<file path="src/rtl/controller_sysinfo_pkg.sv">
// ---------------------------------------------------------------------------
// controller_sysinfo_pkg
//   Shared constants for the controller system-information slave:
//   register word offsets, STATUS bit positions, CAPS field layout and the
//   upper bound on user status words. Also a helper that assembles CAPS.
// ---------------------------------------------------------------------------
package controller_sysinfo_pkg;

    // Register word offsets
    localparam logic [3:0] OFS_ID        = 4'd0;
    localparam logic [3:0] OFS_TIMESTAMP = 4'd1;
    localparam logic [3:0] OFS_CAPS      = 4'd2;
    localparam logic [3:0] OFS_SCRATCH   = 4'd3;
    localparam logic [3:0] OFS_UPTIME_LO = 4'd4;
    localparam logic [3:0] OFS_UPTIME_HI = 4'd5;
    localparam logic [3:0] OFS_STATUS    = 4'd6;
    localparam logic [3:0] OFS_RSVD7     = 4'd7;
    localparam logic [3:0] OFS_USER0     = 4'd8;

    // STATUS bit indices (both sticky, write-1-to-clear)
    localparam int STATUS_WRAP  = 0;  // uptime counter wrapped to zero
    localparam int STATUS_ROWR  = 1;  // write hit a read-only/reserved offset
    localparam int STATUS_W     = 2;

    // CAPS field positions
    localparam int CAPS_NUM_USER_LSB = 0;
    localparam int CAPS_NUM_USER_W   = 8;
    localparam int CAPS_UPTIME_BIT   = 8;

    localparam int MAX_USER = 8;

    // Build the capability word from the configured user count and whether
    // the uptime counter is present.
    function automatic logic [31:0] caps_word(input int num_user, input logic uptime_en);
        logic [31:0] w;
        w = '0;
        w[CAPS_NUM_USER_LSB +: CAPS_NUM_USER_W] = num_user[CAPS_NUM_USER_W-1:0];
        w[CAPS_UPTIME_BIT] = uptime_en;
        return w;
    endfunction

endpackage

</file>
<file path="src/rtl/controller_sysinfo_uptime.sv">
// ---------------------------------------------------------------------------
// controller_sysinfo_uptime
//   64-bit free-running uptime counter with an atomic high-word snapshot.
//   When the low word is read, the high word of the same (pre-increment)
//   count is latched into a shadow so a following high-word read is
//   consistent even if a carry happened in between.
//
// Ports
//   i_clock      system clock, rising edge
//   i_reset      synchronous active-high reset
//   i_snap       low word is being read this cycle: latch high word
//   o_count_lo   current counter bits [31:0]
//   o_shadow_hi  latched high word (0 after reset)
//   o_wrap       high while the counter is all ones, i.e. it wraps to zero
//                at the end of this cycle
// ---------------------------------------------------------------------------
module controller_sysinfo_uptime (
    input  logic        i_clock,
    input  logic        i_reset,
    input  logic        i_snap,
    output logic [31:0] o_count_lo,
    output logic [31:0] o_shadow_hi,
    output logic        o_wrap
);

    logic [63:0] r_count;
    logic [31:0] r_shadow;

    always_ff @(posedge i_clock) begin
        if (i_reset) begin
            r_count  <= '0;
            r_shadow <= '0;
        end else begin
            r_count <= r_count + 64'd1;
            if (i_snap) begin
                r_shadow <= r_count[63:32];
            end
        end
    end

    assign o_count_lo  = r_count[31:0];
    assign o_shadow_hi = r_shadow;
    assign o_wrap      = &r_count;

endmodule

</file>
<file path="src/rtl/controller_sysinfo.sv">
// ---------------------------------------------------------------------------
// controller_sysinfo
//   Avalon-MM system-information slave, fixed one-cycle read latency, never
//   stalls. Register map (word offsets):
//     0 ID (RO), 1 TIMESTAMP (RO), 2 CAPS (RO), 3 SCRATCH (RW, byte lanes),
//     4 UPTIME_LO (RO, snapshots high word), 5 UPTIME_HI (RO, snapshot),
//     6 STATUS (W1C), 7 reserved, 8.. USER[k] (RO), rest reserved (read 0).
//
// Handshake: a read is accepted in any cycle where read=1 and write=0;
// readdata/readdatavalid appear on the following cycle. If read and write
// are both high the write is performed and the read is dropped. readdata
// holds its last value while readdatavalid is low.
//
// Build option: define SYSINFO_UPTIME_EN to include the uptime counter,
// its snapshot shadow and STATUS[0]. Without it UPTIME_LO/HI read 0,
// STATUS[0] stays 0 and CAPS[8]=0.
//
// Ports
//   clock          system clock, rising edge
//   reset          synchronous active-high reset
//   address        word offset
//   read, write    one-cycle transfer strobes
//   writedata      write data
//   byteenable     write byte lanes (SCRATCH lanes, STATUS uses lane 0)
//   user_status    NUM_USER words, word k on bits [32k+31:32k]
//   readdata       registered read data
//   readdatavalid  high one cycle after an accepted read
// ---------------------------------------------------------------------------
module controller_sysinfo
    import controller_sysinfo_pkg::*;
#(
    parameter logic [31:0] SYSTEM_ID    = 32'h0000C001,
    parameter logic [31:0] TIMESTAMP    = 32'd1531293970,
    parameter int          NUM_USER     = 4,   // legal 0..8
    parameter logic [31:0] SCRATCH_INIT = 32'h0
) (
    input  logic                                         clock,
    input  logic                                         reset,
    input  logic [3:0]                                   address,
    input  logic                                         read,
    input  logic                                         write,
    input  logic [31:0]                                  writedata,
    input  logic [3:0]                                   byteenable,
    input  logic [32*((NUM_USER > 0) ? NUM_USER : 1)-1:0] user_status,
    output logic [31:0]                                  readdata,
    output logic                                         readdatavalid
);

`ifdef SYSINFO_UPTIME_EN
    localparam logic UPTIME_PRESENT = 1'b1;
`else
    localparam logic UPTIME_PRESENT = 1'b0;
`endif

    localparam logic [31:0] CAPS_VALUE = caps_word(NUM_USER, UPTIME_PRESENT);

    logic              w_rd_acc;
    logic              w_ro_wr;
    logic              w_status_clr;
    logic [31:0]       w_up_lo;
    logic [31:0]       w_up_hi;
    logic              w_wrap;
    logic [31:0]       w_rdata;
    logic [2:0]        w_user_idx;
    logic [31:0]       w_user [MAX_USER];
    logic [31:0]       w_scratch_nxt;
    logic [STATUS_W-1:0] w_status_nxt;

    logic [31:0]         r_scratch;
    logic [STATUS_W-1:0] r_status;

    // A simultaneous write wins over a read; the read is simply dropped.
    assign w_rd_acc = read & ~write;

    // Only SCRATCH and STATUS are writable; anything else is flagged.
    assign w_ro_wr = write && (address != OFS_SCRATCH) && (address != OFS_STATUS);

    assign w_status_clr = write && (address == OFS_STATUS) && byteenable[0];

    // Zero-pad the user words up to MAX_USER so the read mux can index any
    // USER offset without range checks.
    for (genvar k = 0; k < MAX_USER; k++) begin : g_user
        if (k < NUM_USER) begin : g_used
            assign w_user[k] = user_status[32*k +: 32];
        end else begin : g_zero
            assign w_user[k] = 32'h0;
        end
    end

    assign w_user_idx = 3'(address - OFS_USER0);

`ifdef SYSINFO_UPTIME_EN
    logic w_snap;
    assign w_snap = w_rd_acc && (address == OFS_UPTIME_LO);

    controller_sysinfo_uptime u_uptime (
        .i_clock    (clock),
        .i_reset    (reset),
        .i_snap     (w_snap),
        .o_count_lo (w_up_lo),
        .o_shadow_hi(w_up_hi),
        .o_wrap     (w_wrap)
    );
`else
    assign w_up_lo = 32'h0;
    assign w_up_hi = 32'h0;
    assign w_wrap  = 1'b0;
`endif

    // Read data mux
    always_comb begin
        w_rdata = 32'h0;
        case (address)
            OFS_ID:        w_rdata = SYSTEM_ID;
            OFS_TIMESTAMP: w_rdata = TIMESTAMP;
            OFS_CAPS:      w_rdata = CAPS_VALUE;
            OFS_SCRATCH:   w_rdata = r_scratch;
            OFS_UPTIME_LO: w_rdata = w_up_lo;
            OFS_UPTIME_HI: w_rdata = w_up_hi;
            OFS_STATUS:    w_rdata = {{(32-STATUS_W){1'b0}}, r_status};
            OFS_RSVD7:     w_rdata = 32'h0;
            default: begin
                if (address >= OFS_USER0) begin
                    w_rdata = w_user[w_user_idx];
                end
            end
        endcase
    end

    // SCRATCH byte-lane update
    always_comb begin
        w_scratch_nxt = r_scratch;
        if (write && (address == OFS_SCRATCH)) begin
            for (int b = 0; b < 4; b++) begin
                if (byteenable[b]) begin
                    w_scratch_nxt[8*b +: 8] = writedata[8*b +: 8];
                end
            end
        end
    end

    // STATUS: clear first, then set, so a set in the same cycle wins.
    always_comb begin
        w_status_nxt = r_status;
        if (w_status_clr) begin
            w_status_nxt = w_status_nxt & ~writedata[STATUS_W-1:0];
        end
        if (w_wrap) begin
            w_status_nxt[STATUS_WRAP] = 1'b1;
        end
        if (w_ro_wr) begin
            w_status_nxt[STATUS_ROWR] = 1'b1;
        end
    end

    always_ff @(posedge clock) begin
        if (reset) begin
            r_scratch     <= SCRATCH_INIT;
            r_status      <= '0;
            readdata      <= 32'h0;
            readdatavalid <= 1'b0;
        end else begin
            r_scratch     <= w_scratch_nxt;
            r_status      <= w_status_nxt;
            readdatavalid <= w_rd_acc;
            if (w_rd_acc) begin
                readdata <= w_rdata;
            end
        end
    end

endmodule
</file>
<file path="config.mk">
export PLATFORM = sky130hd
export DESIGN_NAME = controller_sysinfo
export DESIGN_NICKNAME = d
export VERILOG_FILES = /design/src/rtl/controller_sysinfo_pkg.sv /design/src/rtl/controller_sysinfo_uptime.sv /design/src/rtl/controller_sysinfo.sv
export SDC_FILE = /design/constraint.sdc
export NUM_CORES = 1
export LEC_CHECK = 0
export ABC_CLOCK_PERIOD_IN_PS = 2500
export BUFFER_PORTS_ARGS = -buffer_cell sky130_fd_sc_hd__buf_2
export CORE_ASPECT_RATIO = 0.8
export CORE_MARGIN = 3
export CORE_UTILIZATION = 30
export CTS_BUF_LIST = sky130_fd_sc_hd__clkbuf_8
export DETAILED_ROUTE_END_ITERATION = 7
export HOLD_SLACK_MARGIN = 0.05
export PLACE_DENSITY = 0.55
export SETUP_SLACK_MARGIN = 0.05
export SLEW_MARGIN = 20
export SYNTH_ARGS = -nofsm -noshare
export SYNTH_HDL_FRONTEND = slang
export SYNTH_SLANG_ARGS = --single-unit
</file>
<file path="constraint.sdc">
create_clock -name clock -period 2.5 [get_ports clock]
set_input_delay 0.5 -clock clock [delete_from_list [all_inputs] [get_ports clock]]
set_output_delay 0.5 -clock clock [all_outputs]
set_load 0.005 [all_outputs]
</file>
-- Word level (Yosys, flattened, before mapping)
Cells that the tools add are included.
- output and inout bits: 33
- flip-flop bits (word level): 67
- word-level logic and storage cells: 44
- mux-type cells: 7
- add/sub/neg operators: 1
- eq/ne operators: 9
- bitwise operators: 5
- $lt $le $gt $ge: 2
- reduce and logical (&&, ||, !) cells: 12
- operator list (operator ; number):
    $pmux W32 S6 ; 1
    $bmux W32 S3 ; 1
    $mux W32 ; 3
    $eq A4 B3 Y1 const B ; 4
    $eq A4 B2 Y1 const B ; 2
    $ge A4 B4 Y1 const B ; 2
    $reduce_and A2 Y1 ; 4
    $logic_and A1 B1 Y1 ; 5
    $eq A4 B1 Y1 const B ; 1
    $logic_not A4 Y1 ; 1
    $ne A4 B2 Y1 const B ; 1
    $ne A4 B3 Y1 const B ; 1
    $not A3 Y4 ; 1
    $reduce_or A3 Y1 ; 1
    $sub A3 B1 Y3 const B ; 1
    $and A2 B2 Y2 ; 1
    $mux W2 ; 1
    $not A2 Y2 ; 1
    $reduce_bool A2 Y1 ; 1
    $and A1 B1 Y1 ; 1
    $mux W1 ; 1
    $not A1 Y1 ; 1

-- Longest topological paths before layout
Gate-level depths: netlist of run 1.
- depth in word-level cells: 7
- depth in mapped cells: 7
- depth with buffers taken out: 4

-- Worst setup path before layout of run 1
OpenSTA, ideal clock, no wires.
- path kind: in2reg
- start point: input port address[0]
- end point: register readdata[25]
- arrival: 1.635 ns
- path buffers: 3
- slack: 0.777 ns
- cell stages on the path: 7
- setup time: 0.088 ns
- cells stage by stage: buf_2 > or3b_1 > buf_6 > buf_8 > nor2_1 > a21oi_1 > a311oi_2
- longest elaborated chain between the ends: 7
- elaborated cells on any way between the ends: 17
- those cells by class: add/sub: 1; order compare: 1; eq/ne: 7; mux: 5; bitwise: 1; reduce/logical: 2
- RTL lines (item ; line ; RTL):
    from (decl) ; controller_sysinfo.sv:39 ; input logic [3:0] address,
    $sub A3 B1 Y3 ; controller_sysinfo.sv:90 ; assign w_user_idx = 3'(address - OFS_USER0);
    $not A3 Y4 (implied by the code) ; controller_sysinfo.sv:124 ; w_rdata = w_user[w_user_idx];
    $bmux W32 S3 ; controller_sysinfo.sv:124 ;
    $mux W32 (implied by the code) (2 in a row) ; controller_sysinfo.sv:124 ;
    $mux W32 ; controller_sysinfo.sv:123 ; if (address >= OFS_USER0) begin
    $pmux W32 S6 (*) ; controller_sysinfo.sv:113 ; case (address)
    to (signal assigned) ; controller_sysinfo.sv:167 ; readdata <= w_rdata;
    to (decl) ; controller_sysinfo.sv:45 ; output logic [31:0] readdata,
Mark *: on every way between the ends. The rest lies on a longest branch, timed or not. The select of a mux whose other input is x is not followed.
A chain may end at the register's enable or synchronous reset.

-- Final worst setup path of run 1
- start point: input port address[2]
- end point: register readdata[30]
The elaborated chain is that of the path after synthesis.

==> results.ini, run 1 <==
[global_route]
grt_max_degree = 34
grt_pass1_wl_um = 19060
grt_overflow_total = 0
antenna_found_initial = 0
grt_pass1_vias = 3807
track_usage_pct = 17.64

[clock_network]
cts_htree_levels = 3
post-cts-setup-buffers = 0
clock_latency_ns = 0.34
clockBufferDepth = 2
cts_resized = 0
cts_buffers = 9
clk_pin_slew_worst_paths_ns = 0.07
tritoncts = done
clock_sinks = 67
clock-root-buffer = clkbuf_8
postCtsHoldBufs = 0

[synth]
ys_seq_area_share_pct = 36.33
yosysTopAreaCell = dfxtp_1
ys_seq_elements = 67
yosys_warnings = 0
synth_nets = 607
synthesis.area_um2 = 3692
synthTopCellsByArea = dfxtp_1 (36%), mux2i_1 (17%), nand2_1 (6.3%)
async_flop_share_pct = 0
yosysUniqueCellTypes = 39
synth_edf_count = 0
synth_ff_type = dfxtp_1
synth_cells = 435
avgSynthCellArea_um2 = 8.488
synth_top_area_share_pct = 36.33

[critical_path]
cp-startpoint = address[2]
worstPathArrival_ns = 1.80
crit_fanout = 19
startpoint_type = input pin
ff2ff_path_depth = 4
r2r-end = readdata[1]$_SDFFE_PP0P_
r2r_slack_ns = 1.48
critPathCapture = readdata[30]$_SDFFE_PP0P_
critPathCaptureType = register
required_ns = 2.75
worstSetupPathType = input pin to register
r2r_start = r_scratch[1]$_SDFFE_PP0P_

[floorplan]
core-area_um2 = 11780
dieArea_um2 = 13680
initial_core_util_pct = 31.34
die_w_um = 130.0
placementRows = 35
pin_count = 205
die_height_um = 105.2

[final_layout]
seqCellArea_um2 = 1341
final_cell_area_um2 = 5029
final_cell_mix = buf_2 (203), dfxtp_1 (67), nand2_1 (62)
layout.nets = 797
antennaDiodeCount = 0
multi_input_area_um2 = 2140
drive_above_1_share_pct = 41.18
synthToLayoutAreaGrowth_pct = 36.19
final_common_cell = buf_2
num-fill-cells = 1195

[pwr]
swShare_pct = 25.92
ir_worst_vdd_uv = 261.2
p_leak_nw = 2.283
power.density_nw_per_um2 = 496.4
seqPwrFrac_pct = 45.1
comb_power_share_pct = 19.0
switchingPower_uw = 647.0
pwr-share-clk_pct = 36.0
power.internal_mw = 1.849

[timing]
max_slew_margin_pct = 46.24
period_share_pct = 62.10
min_period_ns = 1.552
rsz0062_at_grt = false
setup_viol = 0
hold_slack_ns = 0.3880
finalClockSkew_ns = 0.006369
tightestPinTransition_ns = 0.7961
fmax_ghz = 0.6442
layout_setup_ws_ns = 0.9476
final_hold_viol_count = 0
setup_tns_ns = 0
drv_slew = 0

[run]
cap_violations = 0

[routing]
avgRoutedWirePerCell_um = 16.17
drcViolationCount = 0
wirelength_um = 12560
drt-initial-drc-count = 210
num_vias = 3839
route.antenna.remaining_nets = 0
dr.pass1.iters = 4
post_drt_via_cell_ratio = 4.941

[hold_path]
hp-class = input pin to register

[status]
status = finished, final reports clean

[placed_design]
place.gp.congestion = 0.7596
dpl_cell_area_um2 = 4835
pre_cts_slack_ns = 0.6102
dp_hpwl_um = 9814
port_buffers = 204

[state kept, by name, indices dropped and copies added (netlist names)]
signal         cells
r_status           2
r_scratch         32
readdatavalid      1
readdata          32
[critical path, stage by stage]
cell and delay, ns:
buf_2 0.17, or3b_1 0.41, buf_4 0.23, o22a_1 0.23, a311oi_1 0.26
[worst min path at each step]
stage                                    start                    endpoint  slack (ns)  depth (start not counted)
floorplan           r_scratch[15]$_SDFFE_PP0P_  r_scratch[15]$_SDFFE_PP0P_        0.44                          2
global placement    r_scratch[30]$_SDFFE_PP0P_  r_scratch[30]$_SDFFE_PP0P_        0.45                          2
detailed placement  r_scratch[21]$_SDFFE_PP0P_  r_scratch[21]$_SDFFE_PP0P_        0.45                          2
CTS                              writedata[17]  r_scratch[17]$_SDFFE_PP0P_        0.37                          3
global route                     writedata[26]  r_scratch[26]$_SDFFE_PP0P_        0.36                          3
finish                           writedata[26]  r_scratch[26]$_SDFFE_PP0P_        0.39                          3
[cell type report]
| type | count | area share (%) |
|---|---|---|
| clock inverters | 4 | 0.8460 |
| well taps | 148 | 3.683 |
| repair buffers | 220 | 23.24 |
| multi-input cells | 327 | 42.55 |
| flip-flops and latches | 67 | 26.67 |
| clock buffers | 11 | 3.011 |
[kinds of logic (layout without fill, tap and decap cells)]
group / after synthesis / in the layout / share of synthesized area (%)
and+or+nand+nor: 161 / 161 / 19.55
muxes: 72 / 72 / 19.89
buffers and inverters: 41 / 235 / 6.031
DFF: 67 / 67 / 36.33
AOI/OAI and AO/OA: 94 / 94 / 18.20
[power groups by stage]
stage	clock network (mW)	registers [mW]	logic (mW)
final	0.898	1.13	0.473
after global routing	0.985	1.13	0.523
after CTS	0.928	1.13	0.477
after detailed placement	0	1.15	0.476
after global placement	0	1.15	0.467
after floorplan	0	1.15	0.248
[through the flow]
step / util (%) / cells / power (mW)
final: 42.69 / 777 / 2.496
after detailed placement: 41.04 / 762 / 1.625
after global routing: 42.69 / 777 / 2.637
after CTS: 42.69 / 777 / 2.530
after floorplan: - / 435 / 1.397
after global placement: 41.04 / 762 / 1.616
[cells in the mapped netlist (all sizes together) (2+ instances only)]
cell type,n
mux2i,61
o21ai,2
buf,24
nand2,62
dfxtp,67
o22a,2
and3,3
o22ai,18
and2b,2
nor3b,3
nand2b,2
mux2,11
clkbuf,17
a21oi,36
nor3,21
a311oi,12
nand3,3
nor2,55
a211oi,19
nor2b,3
[metal layers]
layer	wire, um	vias up	GRT usage, %
met1	5638	1753	22.56
li1	-	1934	-
met3	809	10	5.218
met4	116	0	3.858
met2	5997	142	29.28
met5	0	-	0
Note: power is estimated with default switching activity, not from simulation.
==> run 2, diff against run 1 <==
ABC_CLOCK_PERIOD_IN_PS = 1500   (was 2500)
clock period = 1.5 ns   (was 2.5 ns; I/O delays follow)
==> results.ini, run 2 (synthesized netlist as in run 1, its figures left out) <==
[timing]
setup_tns_ns = 0  ; unchanged
final_hold_viol_count = 0  ; unchanged
drv_slew = 0  ; unchanged
fmax_ghz = 0.7514
min_period_ns = 1.331
tightestPinTransition_ns = 0.5951  ; was 0.7961 ns
finalClockSkew_ns = 0.003878  ; was 0.006369 ns
setup_viol = 0  ; unchanged
period_share_pct = 88.73
max_slew_margin_pct = 59.81  ; was 46.24%
rsz0062_at_grt = false  ; unchanged

[critical_path]
ff2ff_path_depth = 4  ; unchanged
critPathCaptureType = register  ; unchanged
cp_common_cell = buf_4
r2r_start = r_scratch[15]$_SDFFE_PP0P_  ; was r_scratch[1]$_SDFFE_PP0P_
crit_path_top_delay_cell = mux2i_1  ; was or3b_1
r2r-end = readdata[15]$_SDFFE_PP0P_  ; was readdata[1]$_SDFFE_PP0P_
startpoint_type = input pin  ; unchanged
worstSetupPathType = input pin to register  ; unchanged
crit_fanout = 9  ; was 19
cp-startpoint = address[1]  ; was address[2]
required_ns = 1.72  ; was 2.75 ns
r2r_slack_ns = 0.49  ; was 1.48 ns
max_stage_delay_ns = 0.31  ; was 0.41 ns
path_cells = buf_4 > buf_4 > buf_4 > mux2i_1 > buf_4 > nor2_4 > a21oi_2 > a311oi_2  ; was buf_2 > or3b_1 > buf_4 > o22a_1 > a311oi_1
worstPathArrival_ns = 1.55  ; was 1.80 ns

[pwr]
power_mw = 4.238  ; was 2.496 mW
comb_power_share_pct = 20.5  ; was 19.0%
switchingPower_mw = 1.092  ; was 647.0 uW
pwr-share-clk_pct = 35.3  ; was 36.0%
power.density_nw_per_um2 = 785.5  ; was 496.4 nW/um2
ir_worst_vdd_uv = 341.4  ; was 261.2 uV
power.internal_mw = 3.146  ; was 1.849 mW
seqPwrFrac_pct = 44.2  ; was 45.1%
p_leak_nw = 2.494  ; was 2.283 nW
swShare_pct = 25.76  ; was 25.92%

[hold_path]
hold_end = r_scratch[10]$_SDFFE_PP0P_  ; was r_scratch[26]$_SDFFE_PP0P_
min_delay_path_depth = 3  ; unchanged
worstHoldStart = writedata[10]  ; was writedata[26]
hp-class = input pin to register  ; unchanged

[final_layout]
final_common_cell = buf_2  ; unchanged
final_cell_area_um2 = 5395  ; was 5029 um2
final_cell_mix = buf_2 (203), dfxtp_1 (67), nand2_1 (62)  ; unchanged
num-fill-cells = 1203  ; was 1195
top_regs = r_scratch: 32 flops, readdata: 32 flops, r_status: 2 flops  ; unchanged
synthToLayoutAreaGrowth_pct = 46.12  ; was 36.19%
drive_above_1_share_pct = 44.51  ; was 41.18%
layout.nets = 833  ; was 797
final_util_pct = 45.80  ; was 42.69%
antennaDiodeCount = 0  ; unchanged
stdcell_count = 813  ; was 777

[placed_design]
port_buffers = 204  ; unchanged
place.gp.congestion = 0.8199  ; was 0.7596
dpl_cell_area_um2 = 5201  ; was 4835 um2
placed_cells = 798  ; was 762
dp_hpwl_um = 10030  ; was 9814 um

[clock_network]
tritoncts = done  ; unchanged
cts_buffers = 9  ; unchanged
clockBufferDepth = 2  ; unchanged
cts_htree_levels = 3  ; unchanged
clock-root-buffer = clkbuf_8  ; unchanged
clock_latency_ns = 0.34  ; about the same
clock_sinks = 67  ; unchanged
clk_pin_slew_worst_paths_ns = 0.07  ; about the same
post-cts-setup-buffers = 0  ; unchanged
postCtsHoldBufs = 0  ; unchanged
cts_resized = 0  ; unchanged

[global_route]
grt_pass1_vias = 3900  ; was 3807
use_met3_pct = 4.914  ; was 5.218%
grt_use_met1_pct = 22.88  ; was 22.56%
global_route.usage.met2_pct = 29.47  ; was 29.28%
grt.busiest_layer = met2  ; unchanged
grt_pass1_wl_um = 19290  ; was 19060 um
antenna_found_initial = 1  ; was 0
track_usage_pct = 17.79  ; was 17.64%
grt_max_degree = 30  ; was 34
grt_overflow_total = 0  ; unchanged

[floorplan]
dieArea_um2 = 13680  ; unchanged
die_w_um = 130.0  ; unchanged
core-area_um2 = 11780  ; unchanged
placementRows = 35  ; unchanged
initial_core_util_pct = 31.34  ; unchanged
pin_count = 205  ; unchanged
die_height_um = 105.2  ; unchanged

[routing]
drcViolationCount = 0  ; unchanged
wirelength_um = 12580  ; was 12560 um
drt-initial-drc-count = 251  ; was 210
dr.pass1.iters = 4  ; unchanged
post_drt_via_cell_ratio = 4.897  ; was 4.941
avgRoutedWirePerCell_um = 15.47  ; was 16.17 um
route.antenna.remaining_nets = 0  ; unchanged
num_vias = 3981  ; was 3839

[status]
status = finished, final reports clean  ; unchanged

[run]
cap_violations = 0  ; unchanged

==> run 2: cell count changes in the layout (fill, tap and decap cells not counted) <==
cell / delta
a21oi_1: -1
a21oi_2: +1
buf_12: +7
nor2_2: -1
buf_4: +29
nor2_4: +1
==> run 2: worst max path at each step <==
stage / endpoint / slack [ns]
6_report: readdata[28]$_SDFFE_PP0P_ / 0.17
5_1_grt: readdata[0]$_SDFFE_PP0P_ / 0.15
4_1_cts: readdata[28]$_SDFFE_PP0P_ / 0.19
3_5_place_dp: readdata[28]$_SDFFE_PP0P_ / -0.18
3_3_place_gp: readdata[28]$_SDFFE_PP0P_ / -0.20
2_1_floorplan: readdata[25]$_SDFFE_PP0P_ / 0.03
==> run 2: routing by layer <==
layer | up-vias | part of all wire [%]
met5 | - | 0.056
li1 | 2008 | -
met4 | 2 | 0.80
met2 | 141 | 47
met1 | 1820 | 45
met3 | 10 | 7.3
==> run 2: cell type report <==
class	count	area [um2]	area share (%)
clock buffer	11	151.4	2.806
clock inverter	4	42.54	0.7885
multi-input combinational	327	2148	39.82
sequential	67	1341	24.86
tap	148	185.2	3.432
timing repair buffer	256	1526	28.29
==> run 2: power by group through the flow <==
| stage | clock network [mW] | registers [mW] | logic (mW) |
|---|---|---|---|
| final | 1.50 | 1.87 | 0.869 |
| after global routing | 1.64 | 1.88 | 0.957 |
| after CTS | 1.56 | 1.87 | 0.880 |
| after detailed placement | 0 | 1.91 | 0.876 |
| after global placement | 0 | 1.91 | 0.862 |
| after floorplan | 0 | 1.92 | 0.419 |
==> run 2: metrics by stage <==
step | hold slack [ns] | setup WS [ns]
CTS | 0.1647 | 0.1867
detailed placement | 0.4495 | -0.1760
floorplan | 0.4360 | 0.03065
global placement | 0.4457 | -0.1962
finish | 0.1884 | 0.1691
global route | 0.1698 | 0.1459
==> run 2: critical path, delay by kind of cell <==
family,cells,cell delay (ns)
AO/OA/AOI/OAI,2,0.20
buffers and inverters,4,0.70
multiplexers,1,0.31
AND/OR/NAND/NOR,1,0.03
